`src/rtl/loop_counter_pkg.sv`:
```
// loop_counter_pkg: shared definitions for the loop counter register.
//   - op_e: operation code from the top-level priority decode.
//   - DEFAULT_WIDTH / DEFAULT_STEP_W: default parameter values.
// Optional feature macro: LOOP_COUNTER_SAT_EN (saturating arithmetic).
package loop_counter_pkg;

  typedef enum logic [1:0] {
    OP_HOLD = 2'd0,
    OP_LOAD = 2'd1,
    OP_INC  = 2'd2,
    OP_DEC  = 2'd3
  } op_e;

  localparam int unsigned DEFAULT_WIDTH  = 16;
  localparam int unsigned DEFAULT_STEP_W = 4;

endpackage

```
`src/rtl/step_addsub.sv`:
```
// step_addsub: combinational add/subtract of a zero-extended step.
//   a_i      WIDTH   operand (current count)
//   step_i   STEP_W  unsigned step magnitude
//   sub_i    1       1 = a - step, 0 = a + step
//   res_o    WIDTH   result (wrapped, or clamped when saturating)
//   flag_o   1       carry out on add, borrow on subtract
// Optional feature macro: LOOP_COUNTER_SAT_EN clamps the result on carry/borrow.
module step_addsub
  import loop_counter_pkg::*;
#(
  parameter int unsigned WIDTH  = DEFAULT_WIDTH,
  parameter int unsigned STEP_W = DEFAULT_STEP_W
) (
  input  logic [WIDTH-1:0]  a_i,
  input  logic [STEP_W-1:0] step_i,
  input  logic              sub_i,
  output logic [WIDTH-1:0]  res_o,
  output logic              flag_o
);

  logic [WIDTH:0] step_ext;
  logic [WIDTH:0] sum;

  always_comb begin
    step_ext               = '0;
    step_ext[STEP_W-1:0]   = step_i;
    // One extra bit: its MSB is the carry on add and the sign (borrow) on subtract.
    if (sub_i) begin
      sum = {1'b0, a_i} - step_ext;
    end else begin
      sum = {1'b0, a_i} + step_ext;
    end
    flag_o = sum[WIDTH];
`ifdef LOOP_COUNTER_SAT_EN
    if (sum[WIDTH]) begin
      res_o = sub_i ? '0 : '1;
    end else begin
      res_o = sum[WIDTH-1:0];
    end
`else
    res_o = sum[WIDTH-1:0];
`endif
  end

endmodule

```
`src/rtl/loop_counter_reg.sv`:
```
// loop_counter_reg: loadable up/down counter with zero, terminal-count and
// sticky overflow flags. All outputs are registered.
//   clk    rising-edge clock
//   rst    asynchronous active-high reset
//   load   load din (highest priority)
//   din    load value
//   inc    count += step
//   dec    count -= step
//   step   unsigned step magnitude
//   count  registered counter value
//   zero   high when count == 0
//   tc     one-cycle pulse when a decrement lands exactly on zero
//   ovf    sticky carry/borrow flag, cleared by load or reset
// Optional feature macro: LOOP_COUNTER_SAT_EN (saturate instead of wrap).
module loop_counter_reg
  import loop_counter_pkg::*;
#(
  parameter int unsigned WIDTH  = DEFAULT_WIDTH,
  parameter int unsigned STEP_W = DEFAULT_STEP_W
) (
  input  logic              clk,
  input  logic              rst,
  input  logic              load,
  input  logic [WIDTH-1:0]  din,
  input  logic              inc,
  input  logic              dec,
  input  logic [STEP_W-1:0] step,
  output logic [WIDTH-1:0]  count,
  output logic              zero,
  output logic              tc,
  output logic              ovf
);

  op_e              op;
  logic [WIDTH-1:0] count_d, count_q;
  logic             zero_d, zero_q;
  logic             tc_d, tc_q;
  logic             ovf_d, ovf_q;
  logic [WIDTH-1:0] as_res;
  logic             as_flag;

  // Priority decode; conflicting inc/dec or a zero step is a hold.
  always_comb begin
    if (load) begin
      op = OP_LOAD;
    end else if (inc && !dec && (step != '0)) begin
      op = OP_INC;
    end else if (dec && !inc && (step != '0)) begin
      op = OP_DEC;
    end else begin
      op = OP_HOLD;
    end
  end

  step_addsub #(
    .WIDTH  (WIDTH),
    .STEP_W (STEP_W)
  ) u_step_addsub (
    .a_i    (count_q),
    .step_i (step),
    .sub_i  (op == OP_DEC),
    .res_o  (as_res),
    .flag_o (as_flag)
  );

  always_comb begin
    count_d = count_q;
    ovf_d   = ovf_q;
    tc_d    = 1'b0;
    unique case (op)
      OP_LOAD: begin
        count_d = din;
        ovf_d   = 1'b0;
      end
      OP_INC: begin
        count_d = as_res;
        ovf_d   = ovf_q | as_flag;
      end
      OP_DEC: begin
        count_d = as_res;
        ovf_d   = ovf_q | as_flag;
        // A borrow (wrap or clamp to zero) never counts as reaching terminal count.
        tc_d    = (count_q != '0) && (as_res == '0) && !as_flag;
      end
      default: ;
    endcase
    zero_d = (count_d == '0);
  end

  always_ff @(posedge clk or posedge rst) begin
    if (rst) begin
      count_q <= '0;
      zero_q  <= 1'b1;
      tc_q    <= 1'b0;
      ovf_q   <= 1'b0;
    end else begin
      count_q <= count_d;
      zero_q  <= zero_d;
      tc_q    <= tc_d;
      ovf_q   <= ovf_d;
    end
  end

  assign count = count_q;
  assign zero  = zero_q;
  assign tc    = tc_q;
  assign ovf   = ovf_q;

endmodule

```
`config.mk`:
```
export PLATFORM = sky130hd
export DESIGN_NAME = loop_counter_reg
export DESIGN_NICKNAME = d
export VERILOG_FILES = /design/src/rtl/loop_counter_pkg.sv /design/src/rtl/step_addsub.sv /design/src/rtl/loop_counter_reg.sv
export SDC_FILE = /design/constraint.sdc
export NUM_CORES = 1
export LEC_CHECK = 0
export ABC_AREA = 1
export ABC_CLOCK_PERIOD_IN_PS = 2400
export BUFFER_PORTS_ARGS = -buffer_cell sky130_fd_sc_hd__clkbuf_2
export CAP_MARGIN = 20
export CORE_UTILIZATION = 35
export DETAILED_ROUTE_END_ITERATION = 7
export GPL_TIMING_DRIVEN = 0
export SLEW_MARGIN = 20
export SYNTH_ARGS = -nofsm -noshare
export SYNTH_HDL_FRONTEND = slang
export SYNTH_SLANG_ARGS = --single-unit
```
`constraint.sdc`:
```
create_clock -name clk -period 2.4 [get_ports clk]
set_input_delay 0.12 -clock clk [delete_from_list [all_inputs] [get_ports clk]]
set_output_delay 0.12 -clock clk [all_outputs]
set_load 0.05 [all_outputs]
```
==> impl_metrics.yaml, run 1 <==
run_status:
  status: "finished, final reports clean"
routing:
  viasPerCell: 4.807
  first_pass_iters: 4
  routed_wl_mm: 6.605
  antenna_left: 0
  num_vias: 2538
  remaining_drc_errors: 0
  drt_iter0_markers: 181
  avgRoutedWirePerCell_um: 12.51
synth:
  syn_area_per_cell_um2: 5.955
  synth_nets: 444
  async_flop_share_pct: 100.0
  synth_cell_types: 32
  synth_cells: 399
  ys_seq_area_share_pct: 20.06
  synth_seq_cells: 19
  synth_flop_cell: "dfrtp_1"
  yosysWarnings: 0
  synth_edf_count: 0
  syn-cell-area_um2: 2376
floorplanning:
  die_x_um: 84.40
  core-area_um2: 6459
  row_count: 29
  die-area_um2: 7123
  start_util_pct: 36.79
  ios: 44
  die_h_um: 84.40
timing:
  setup_slack_ns: 0.1340
  finalHoldViolations: 0
  worst_pin_slew_ns: 0.7381
  timing.final.crit_share_pct: 94.42
  maxSlewHeadroom_pct: 50.74
  setup_violations: 0
  fin_crit_ns: 2.266
  max_freq_ghz: 0.4413
  final_max_slew_viol_count: 0
  finClkSkew_ns: 0.001047
finish:
  drive_gt1_share_pct: 28.60
  seqCellArea_um2: 476.7
  final_nets: 497
  mostFrequentLayoutCell: "nand2_1"
  final_area_um2: 2944
  n_antenna_cell: 0
  fillCellCount: 692
  multi_input_area_um2: 1727
  final_util_pct: 45.58
  layout_common_cells: "nand2_1 (120), inv_1 (77), clkbuf_2 (41)"
  syn_to_final_growth_pct: 23.91
setup_path:
  startpoint_type: "input pin"
  slowest_stage: "ha_1"
  worstSetupPathType: "in -> reg"
  timing.rr.end: "zero"
  cp_common_cell: "nand2_2"
  reg2reg_slack_ns: 0.16
  critPathMaxFanout: 8
  cpPeakStageDelay_ns: 0.38
  ff2ff_path_depth: 15
  path_cells: "buf_4, inv_1, ha_2, nand2_2, nand4_4, nor2_1, a21oi_1, ha_1, nand2_2, inv_1, nand2_2, nand3_2, nand2_2, nand3_4, nand3_2, nand2_1, nor2_1, nand2_1, nor3_2"
  cp_data_required_time_ns: 2.59
  worstSetupEndpointType: "flip-flop"
  r2r-start: "count[0]"
  critical_path_arrival_ns: 2.45
clock_tree:
  htree_levels: 1
  cts.sinks: 19
  root_buffer: "clkbuf_8"
  clk_pin_slew_worst_paths_ns: 0.07
  cts_tree: "built"
  cts_buffer_depth: 2
  cts_buffers: 3
  insertion_delay_ns: 0.25
placement:
  place_congestion: 0.8556
  dpl_cell_area_um2: 2683
  portBuffers: 42
  dp_slack_ns: -0.4114
  dp_hpwl_mm: 5.448
global_routing:
  use_met1_pct: 26.55
  use_met2_pct: 31.00
  antenna_found_initial: 0
  grt.total_usage_pct: 19.04
  met3_usage_pct: 1.770
  grt_pass1_vias: 2423
  gr-max-usage-layer: "met2"
  grt_pass1_wl_mm: 10.94
  grt-ovfl-total: 0
  grt_max_degree: 20
hold_path:
  hold_class: "in -> reg"
  hold_depth: 3
  min_to: "count[7]"
  min-delay-start: "din[7]"
power:
  ir_worst_vdd_uv: 486.3
  power_density_nw_per_um2: 580.6
  leakage_uw: 0.001680
job:
  drv_cap: 0
-- layer usage --
| layer | routed length, µm | share of wire, % |
|---|---|---|
| met5 | 0 | 0 |
| met4 | 182 | 2.8 |
| met3 | 250 | 3.8 |
| met2 | 2914 | 44 |
| met1 | 3257 | 49 |
-- worst max-delay path by stage --
stage	to	from	cells after the start	slack [ns]
floorplan	zero	count[0]	13	0.16
global placement	tc	step[0]	15	-0.43
detailed placement	zero	step[0]	18	-0.41
CTS	zero	step[0]	19	0.04
global route	zero	step[0]	19	-0.03
finish	zero	step[0]	19	0.13
-- sequential cells by signal, indices dropped and copies added (netlist names) --
name	count
ovf	1
count	16
tc	1
zero	1
-- cells by family after synthesis --
family	count (synthesis)	share of synthesized area (%)
AO/OA/AOI/OAI	27	6.319
XOR/XNOR	4	1.475
adder cells (fa/ha/maj)	20	10.85
buffers and inverters	86	14.27
flip-flops	19	20.06
AND/OR/NAND/NOR	243	47.03
-- worst max-delay path: cells and delay by family --
kind / cells / cell delay (ns)
AO/OA/AOI/OAI: 1 / 0.05
AND/OR/NAND/NOR: 13 / 1.51
adder cells (fa/ha/maj): 2 / 0.56
buffers and inverters: 3 / 0.21
-- cells in the mapped netlist (2+ instances only) --
cell type    n  area (µm²)
and2_1       2       12.51
nand2_2     17       106.4
nand4_1      8       50.05
nor2_1      32       120.1
nand3_2      8       80.08
xor2_1       2       17.52
a21oi_1     13       65.06
nor2_2       5       31.28
inv_2        4       15.01
nand3b_1     2       15.01
buf_6        2       22.52
o21ai_1      2       10.01
ha_1        19       237.7
nand3_1     29       145.1
inv_1       78       292.8
nand2_1    133       499.2
xnor2_1      2       17.52
nor3_1       2       10.01
dfrtp_1     18       450.4
o21ai_0      9       45.04
-- report_power, final --
group / internal, µW / leakage, µW / switching (µW) / total [µW]
registers: 364 / 0.000231 / 60.5 / 425
clock network: 118 / 0.0000228 / 108 / 226
logic: 333 / 0.00143 / 726 / 1060
-- stage by stage --
step	setup TNS, ns	instances	total power (µW)	hold WS, ns
final	0	528	1709	0.1030
after global routing	-0.02986	528	1855	0.1175
after CTS	0	524	1638	0.1014
after detailed placement	-1.382	518	1395	0.2664
after global placement	-1.621	518	1395	0.2644
after floorplan	0	399	1165	0.07039
-- final cells by class --
type	count	area share, %
buffer	4	1.062
clock buffer	4	1.530
inverter	82	10.45
multi-input combinational	294	58.65
sequential	19	16.19
tap	77	3.272
timing repair buffer	48	8.840
-- what timing repair did --
action,CTS,global route
gates resized for setup,4,40
gates cloned,0,0
hold buffers,1,0
setup buffers,1,4
setup endpoints to repair,3,3
pin swaps,1,13
hold endpoints to repair,18,0
Power figures use the tool's default switching activity.
==> run 2: changes to the inputs <==
ABC_AREA = default   (was 1)
PLACE_DENSITY = 0.68   (was default)
==> impl_metrics.yaml, run 2 <==
global_routing:
  met3_usage_pct: 2.008
  grt_pass1_wl_mm: 8.652
  grt_max_degree: 20
  grt_pass1_vias: 1839
  use_met1_pct: 28.39
  gr-max-usage-layer: "met2"
  grt.total_usage_pct: 20.39
  use_met2_pct: 34.03
  antenna_found_initial: 0
  grt-ovfl-total: 0
floorplanning:
  die_h_um: 74.69
  start_util_pct: 36.21
  ios: 44
  die_x_um: 74.69
  core-area_um2: 5107
  die-area_um2: 5579
  row_count: 26
placement:
  dp_slack_ns: -1.282
  dp_hpwl_mm: 4.034
  portBuffers: 42
  place_congestion: 0.8826
clock_tree:
  insertion_delay_ns: 0.25
  htree_levels: 1
  cts_buffers: 3
  cts.sinks: 19
  cts_buffer_depth: 2
  cts_tree: "built"
  root_buffer: "clkbuf_8"
  clk_pin_slew_worst_paths_ns: 0.07
synth:
  yosysWarnings: 0
  synth_cells: 218
  synthTopCellsByArea: "dfrtp_1 (24%), ha_1 (13%), xnor2_1 (5.2%)"
  synth_cell_types: 46
  async_flop_share_pct: 100.0
  yosys.area.top_type: "dfrtp_1"
  yosys-top-cells-count: "ha_1 (19), nand2_1 (19), a21oi_1 (18), dfrtp_1 (18), nor2_1 (17)"
  syn_area_per_cell_um2: 8.483
  ys_seq_area_share_pct: 25.78
  synth_top_area_share_pct: 24.36
  synth_flop_cell: "dfrtp_1"
  synth_nets: 263
  syn-cell-area_um2: 1849
  synth_edf_count: 0
  synth_seq_cells: 19
timing:
  maxSlewHeadroom_pct: 51.36
  timing.final.crit_share_pct: 138.5
  finalHoldViolations: 0
  final_max_slew_viol_count: 0
  finClkSkew_ns: 0.003288
  fin_crit_ns: 3.323
  grt_setup_unrepaired: "yes"
  setup_slack_ns: -0.9230
  worst_pin_slew_ns: 0.7288
  setup_violations: 14
  max_freq_ghz: 0.3009
routing:
  first_pass_iters: 4
  drt_iter0_markers: 130
  num_vias: 1934
  viasPerCell: 5.463
  routed_wl_mm: 5.559
  avgRoutedWirePerCell_um: 15.70
  remaining_drc_errors: 0
  antenna_left: 0
run_status:
  violations: "setup timing"
  status: "finished, violations left"
finish:
  drive_gt1_share_pct: 38.38
  mostFrequentLayoutCell: "clkbuf_2"
  final_nets: 330
  syn_to_final_growth_pct: 40.80
  n_antenna_cell: 0
  largest_register_ffs: 16
  layout_common_cells: "clkbuf_2 (41), buf_4 (19), nand2_1 (18)"
setup_path:
  cp_data_required_time_ns: 2.57
  worst-path-buf-inv: 2
  cpPeakStageDelay_ns: 0.45
  worstSetupPathType: "in -> reg"
  slowest_stage: "a2111o_1"
  critPathMaxFanout: 5
  worstSetupEndpointType: "flip-flop"
  startpoint_type: "input pin"
  cp_top_family: "compound AO/OA/AOI/OAI gates"
  critical_path_arrival_ns: 3.49
  cp_common_cell: "nor3_2"
  path_cells: "clkbuf_16, inv_12, ha_4, or3b_4, nand2_4, a21oi_4, fa_2, a21o_1, a2111o_1, a2111oi_4, nor3_2, xor2_1, a221o_1, nor3_2, nand4b_1, nor4_2"
power:
  ir_worst_vdd_uv: 443.0
  power_density_nw_per_um2: 703.4
  leakage_uw: 0.001187
  p_total_uw: 1832
hold_path:
  hold_class: "in -> reg"
job:
  drv_cap: 0
-- run 2: cell types whose count changed in the layout (fill, tap and decap cells not counted), sizes merged, moves of 10 or more --
cell | before | now
buf | 9 | 19
inv | 82 | 10
nand2 | 150 | 19
nand3 | 37 | 1
nor2 | 38 | 17
-- run 2: cell type report --
class / instances / area (µm²)
Fill cell: 472 / 2504
Multi-Input combinational cell: 183 / 1520
Sequential cell: 19 / 478.0
Timing Repair Buffer: 62 / 391.6
Tap cell: 70 / 87.58
Inverter: 10 / 57.56
Clock buffer: 4 / 45.04
Buffer: 6 / 23.77
-- run 2: final timing paths --
| check | to | cells after the start | from | slack (ns) |
|---|---|---|---|---|
| worst min-delay path | count[14] | 3 | din[14] | 0.11 |
| worst max register to register | zero | 13 | count[0] | -0.89 |
| max in group asynchronous | count[0] | 3 | rst | 1.38 |
| min in group asynchronous | count[10] | 3 | rst | 0.52 |
| worst min register to register | ovf | 1 | ovf | 0.51 |
| worst max-delay path | zero | 16 | step[0] | -0.92 |
-- run 2: kinds of logic after synthesis --
logic type	count (synthesis)	share of synthesized area [%]
AOI/OAI and AO/OA	60	21.58
xor gates and xnor gates	15	7.104
adders and majority gates	20	13.94
buffers and inverters	16	3.248
DFF	19	25.78
muxes	7	3.789
and+or+nand+nor	81	24.56
-- run 2: per-stage QoR --
stage | util, % | TNS (ns) | hold slack [ns] | instance area [µm²] | instances
floorplan | - | -3.356 | 0.07032 | 1946 | 218
global placement | 43.92 | -10.55 | 0.2545 | 2243 | 330
detailed placement | 43.92 | -10.60 | 0.2527 | 2243 | 330
CTS | 49.04 | -5.821 | 0.1081 | 2505 | 349
global route | 50.98 | -8.210 | 0.1182 | 2604 | 354
finish | 50.98 | -6.659 | 0.1062 | 2604 | 354
-- run 2: routing by layer --
metal / vias to the layer above / routed length [µm] / part of all wire, %
met5: - / 0 / 0
met4: 0 / 69 / 1.2
met3: 7 / 190 / 3.4
met2: 53 / 2696 / 48
met1: 928 / 2602 / 47
li1: 946 / - / -
-- run 2: what timing repair did --
action	in CTS	in global routing
hold buffers	1	0
endpoints found under the hold margin	18	0
setup endpoints to repair	14	14
pin swaps	18	16
resized for setup	21	10
buffers inserted	14	6
-- run 2: power by group --
part | internal [µW] | switching [µW] | total, µW
clock | 118 | 101 | 219
sequential | 371 | 83.6 | 455
combinational | 466 | 693 | 1160
-- run 2: worst register-to-register path, cell delays in order (launching register included) --
cell,delay [ns]
dfrtp_2,0.44
inv_2,0.07
ha_4,0.12
inv_1,0.05
fa_2,0.36
a21o_1,0.19
a2111o_1,0.45
a2111oi_4,0.38
nor3_2,0.12
xor2_1,0.18
a221o_1,0.34
nor3_2,0.17
nand4b_1,0.14
nor4_2,0.17
==> run 3: changes to the inputs <==
ABC_AREA = 1   (was default)
PLACE_DENSITY = 0.66   (was 0.68)
==> impl_metrics.yaml, run 3 (synthesis gave the netlist of run 1 again) <==
run_status:
  status: "finished, final reports clean"
global_routing:
  grt.total_usage_pct: 18.47
  antenna_found_initial: 0
  grt_pass1_vias: 2404
  grt_max_degree: 20
  grt-ovfl-total: 0
  grt_pass1_wl_mm: 10.70
timing:
  fin_tns_setup_ns: 0
  final_max_slew_viol_count: 0
  maxSlewHeadroom_pct: 54.36
  worst_pin_slew_ns: 0.6838
  finClkSkew_ns: 0.001503
  setup_slack_ns: 0.1165
  setup_violations: 0
  max_freq_ghz: 0.4379
  finalHoldViolations: 0
  fin_crit_ns: 2.284
  timing.final.crit_share_pct: 95.15
clock_tree:
  root_buffer: "clkbuf_8"
  cts_buffer_depth: 2
  cts_buffers: 3
  cts.sinks: 19
  insertion_delay_ns: 0.24
  cts_tree: "built"
  clk_pin_slew_worst_paths_ns: 0.06
  htree_levels: 1
placement:
  portBuffers: 42
  place_congestion: 0.8936
  dp_hpwl_mm: 5.521
  dpl_cell_area_um2: 2683
  dp_slack_ns: -0.4233
  dp_cells: 518
setup_path:
  cp_data_required_time_ns: 2.57
  startpoint_type: "input pin"
  path_cells: "clkbuf_2, inv_1, ha_4, nand2_4, nand4_4, buf_12, nand2_8, buf_4, ha_1, inv_1, o31ai_1, a21oi_4, xor2_2, nand3_1, nor2_1"
  worst-path-buf-inv: 5
  worstSetupPathType: "in -> reg"
  slowest_stage: "o31ai_1"
  critical_path_arrival_ns: 2.45
  cp_common_cell: "inv_1"
  worstSetupEndpointType: "flip-flop"
  critPathMaxFanout: 7
  cp_top_family: "buffers and inverters"
  cpPeakStageDelay_ns: 0.40
finish:
  final_nets: 500
  syn_to_final_growth_pct: 27.70
  final_area_um2: 3034
  mostFrequentLayoutCell: "nand2_1"
  stdcell_count: 531
  n_antenna_cell: 0
  layout_common_cells: "nand2_1 (125), inv_1 (77), clkbuf_2 (42)"
  largest_register_ffs: 16
  drive_gt1_share_pct: 28.85
floorplanning:
  core-area_um2: 6459
  die-area_um2: 7123
  die_x_um: 84.40
  die_h_um: 84.40
  ios: 44
  row_count: 29
  start_util_pct: 36.79
power:
  p_total_uw: 1740
  clockPowerShare_pct: 12.0
  leakage_uw: 0.001710
  power.switching_fraction_pct: 50.93
  sequentialPowerShare_pct: 24.9
  ir_worst_vdd_uv: 431.5
  intPower_uw: 853.9
  combPwrFrac_pct: 63.2
  power_density_nw_per_um2: 573.5
  power_switching_uw: 886.3
routing:
  first_pass_iters: 4
  drt_iter0_markers: 169
  viasPerCell: 4.765
  avgRoutedWirePerCell_um: 12.33
  remaining_drc_errors: 0
  num_vias: 2530
  routed_wl_mm: 6.545
  antenna_left: 0
job:
  drv_cap: 0
hold_path:
  hold_class: "in -> reg"
[run 3: cell count changes in the layout (fill, tap and decap cells not counted), moves of 5 or more]
cell	change
nand2_1	+107
inv_1	+71
nand3_1	+26
nand2_2	+21
buf_4	-12
nor2_1	+12
nand3_2	+10
a21oi_1	-7
nor2_2	+7
nor2b_1	-7
o21ai_1	-7
mux2i_1	-6
nor4_1	-6
xnor2_2	-5
[run 3: area by class of cell]
type | instances | area (µm²)
buffer | 4 | 31.28
clock buffer | 4 | 45.04
sequential | 19 | 476.7
timing repair buffer | 51 | 292.8
inverter | 82 | 307.8
tap | 77 | 96.34
fill | 658 | 3425
multi-input combinational | 294 | 1784
[run 3: what timing repair did]
| item | 4_1_cts | 5_1_grt |
|---|---|---|
| hold buffers | 1 | 0 |
| pin swaps | 0 | 18 |
| setup buffers | 0 | 8 |
| resized for setup | 4 | 44 |
| setup endpoints to repair | 3 | 3 |
| hold endpoints to repair | 18 | 0 |
| cloned | 0 | 0 |
[run 3: worst paths after layout]
| check | endpoint | start | depth (start not counted) | slack [ns] |
|---|---|---|---|---|
| min in group asynchronous | tc | rst | 3 | 0.51 |
| min reg2reg | ovf | ovf | 2 | 0.51 |
| min | count[8] | din[8] | 3 | 0.11 |
| max reg2reg | zero | count[0] | 13 | 0.13 |
| max in group asynchronous | count[1] | rst | 3 | 1.46 |
| max | tc | step[0] | 15 | 0.12 |
[run 3: metrics by stage]
| step | util [%] | hold WS, ns |
|---|---|---|
| floorplan | - | 0.07039 |
| global placement | 41.53 | 0.2382 |
| detailed placement | 41.53 | 0.2438 |
| CTS | 42.75 | 0.1038 |
| global route | 46.98 | 0.1087 |
| finish | 46.98 | 0.1093 |
[run 3: tightest hold or removal path: stages]
cell	delay, ns
clkbuf_2	0.07
nand2_1	0.05
nand3_2	0.07
[run 3: metal layers]
metal / vias up / wire length (µm) / track usage, %
li1: 1340 / - / -
met5: - / 0 / 0
met3: 4 / 203 / 0.3933
met2: 44 / 3171 / 33.31
met4: 0 / 46 / 3.698
met1: 1142 / 3124 / 24.94
[run 3: power groups by stage]
stage / registers (µW) / logic [µW] / clock network, µW
after floorplan: 564 / 601 / 0
after global placement: 428 / 956 / 0
after detailed placement: 428 / 971 / 0
after CTS: 422 / 981 / 217
after global routing: 438 / 1210 / 237
final: 433 / 1100 / 208
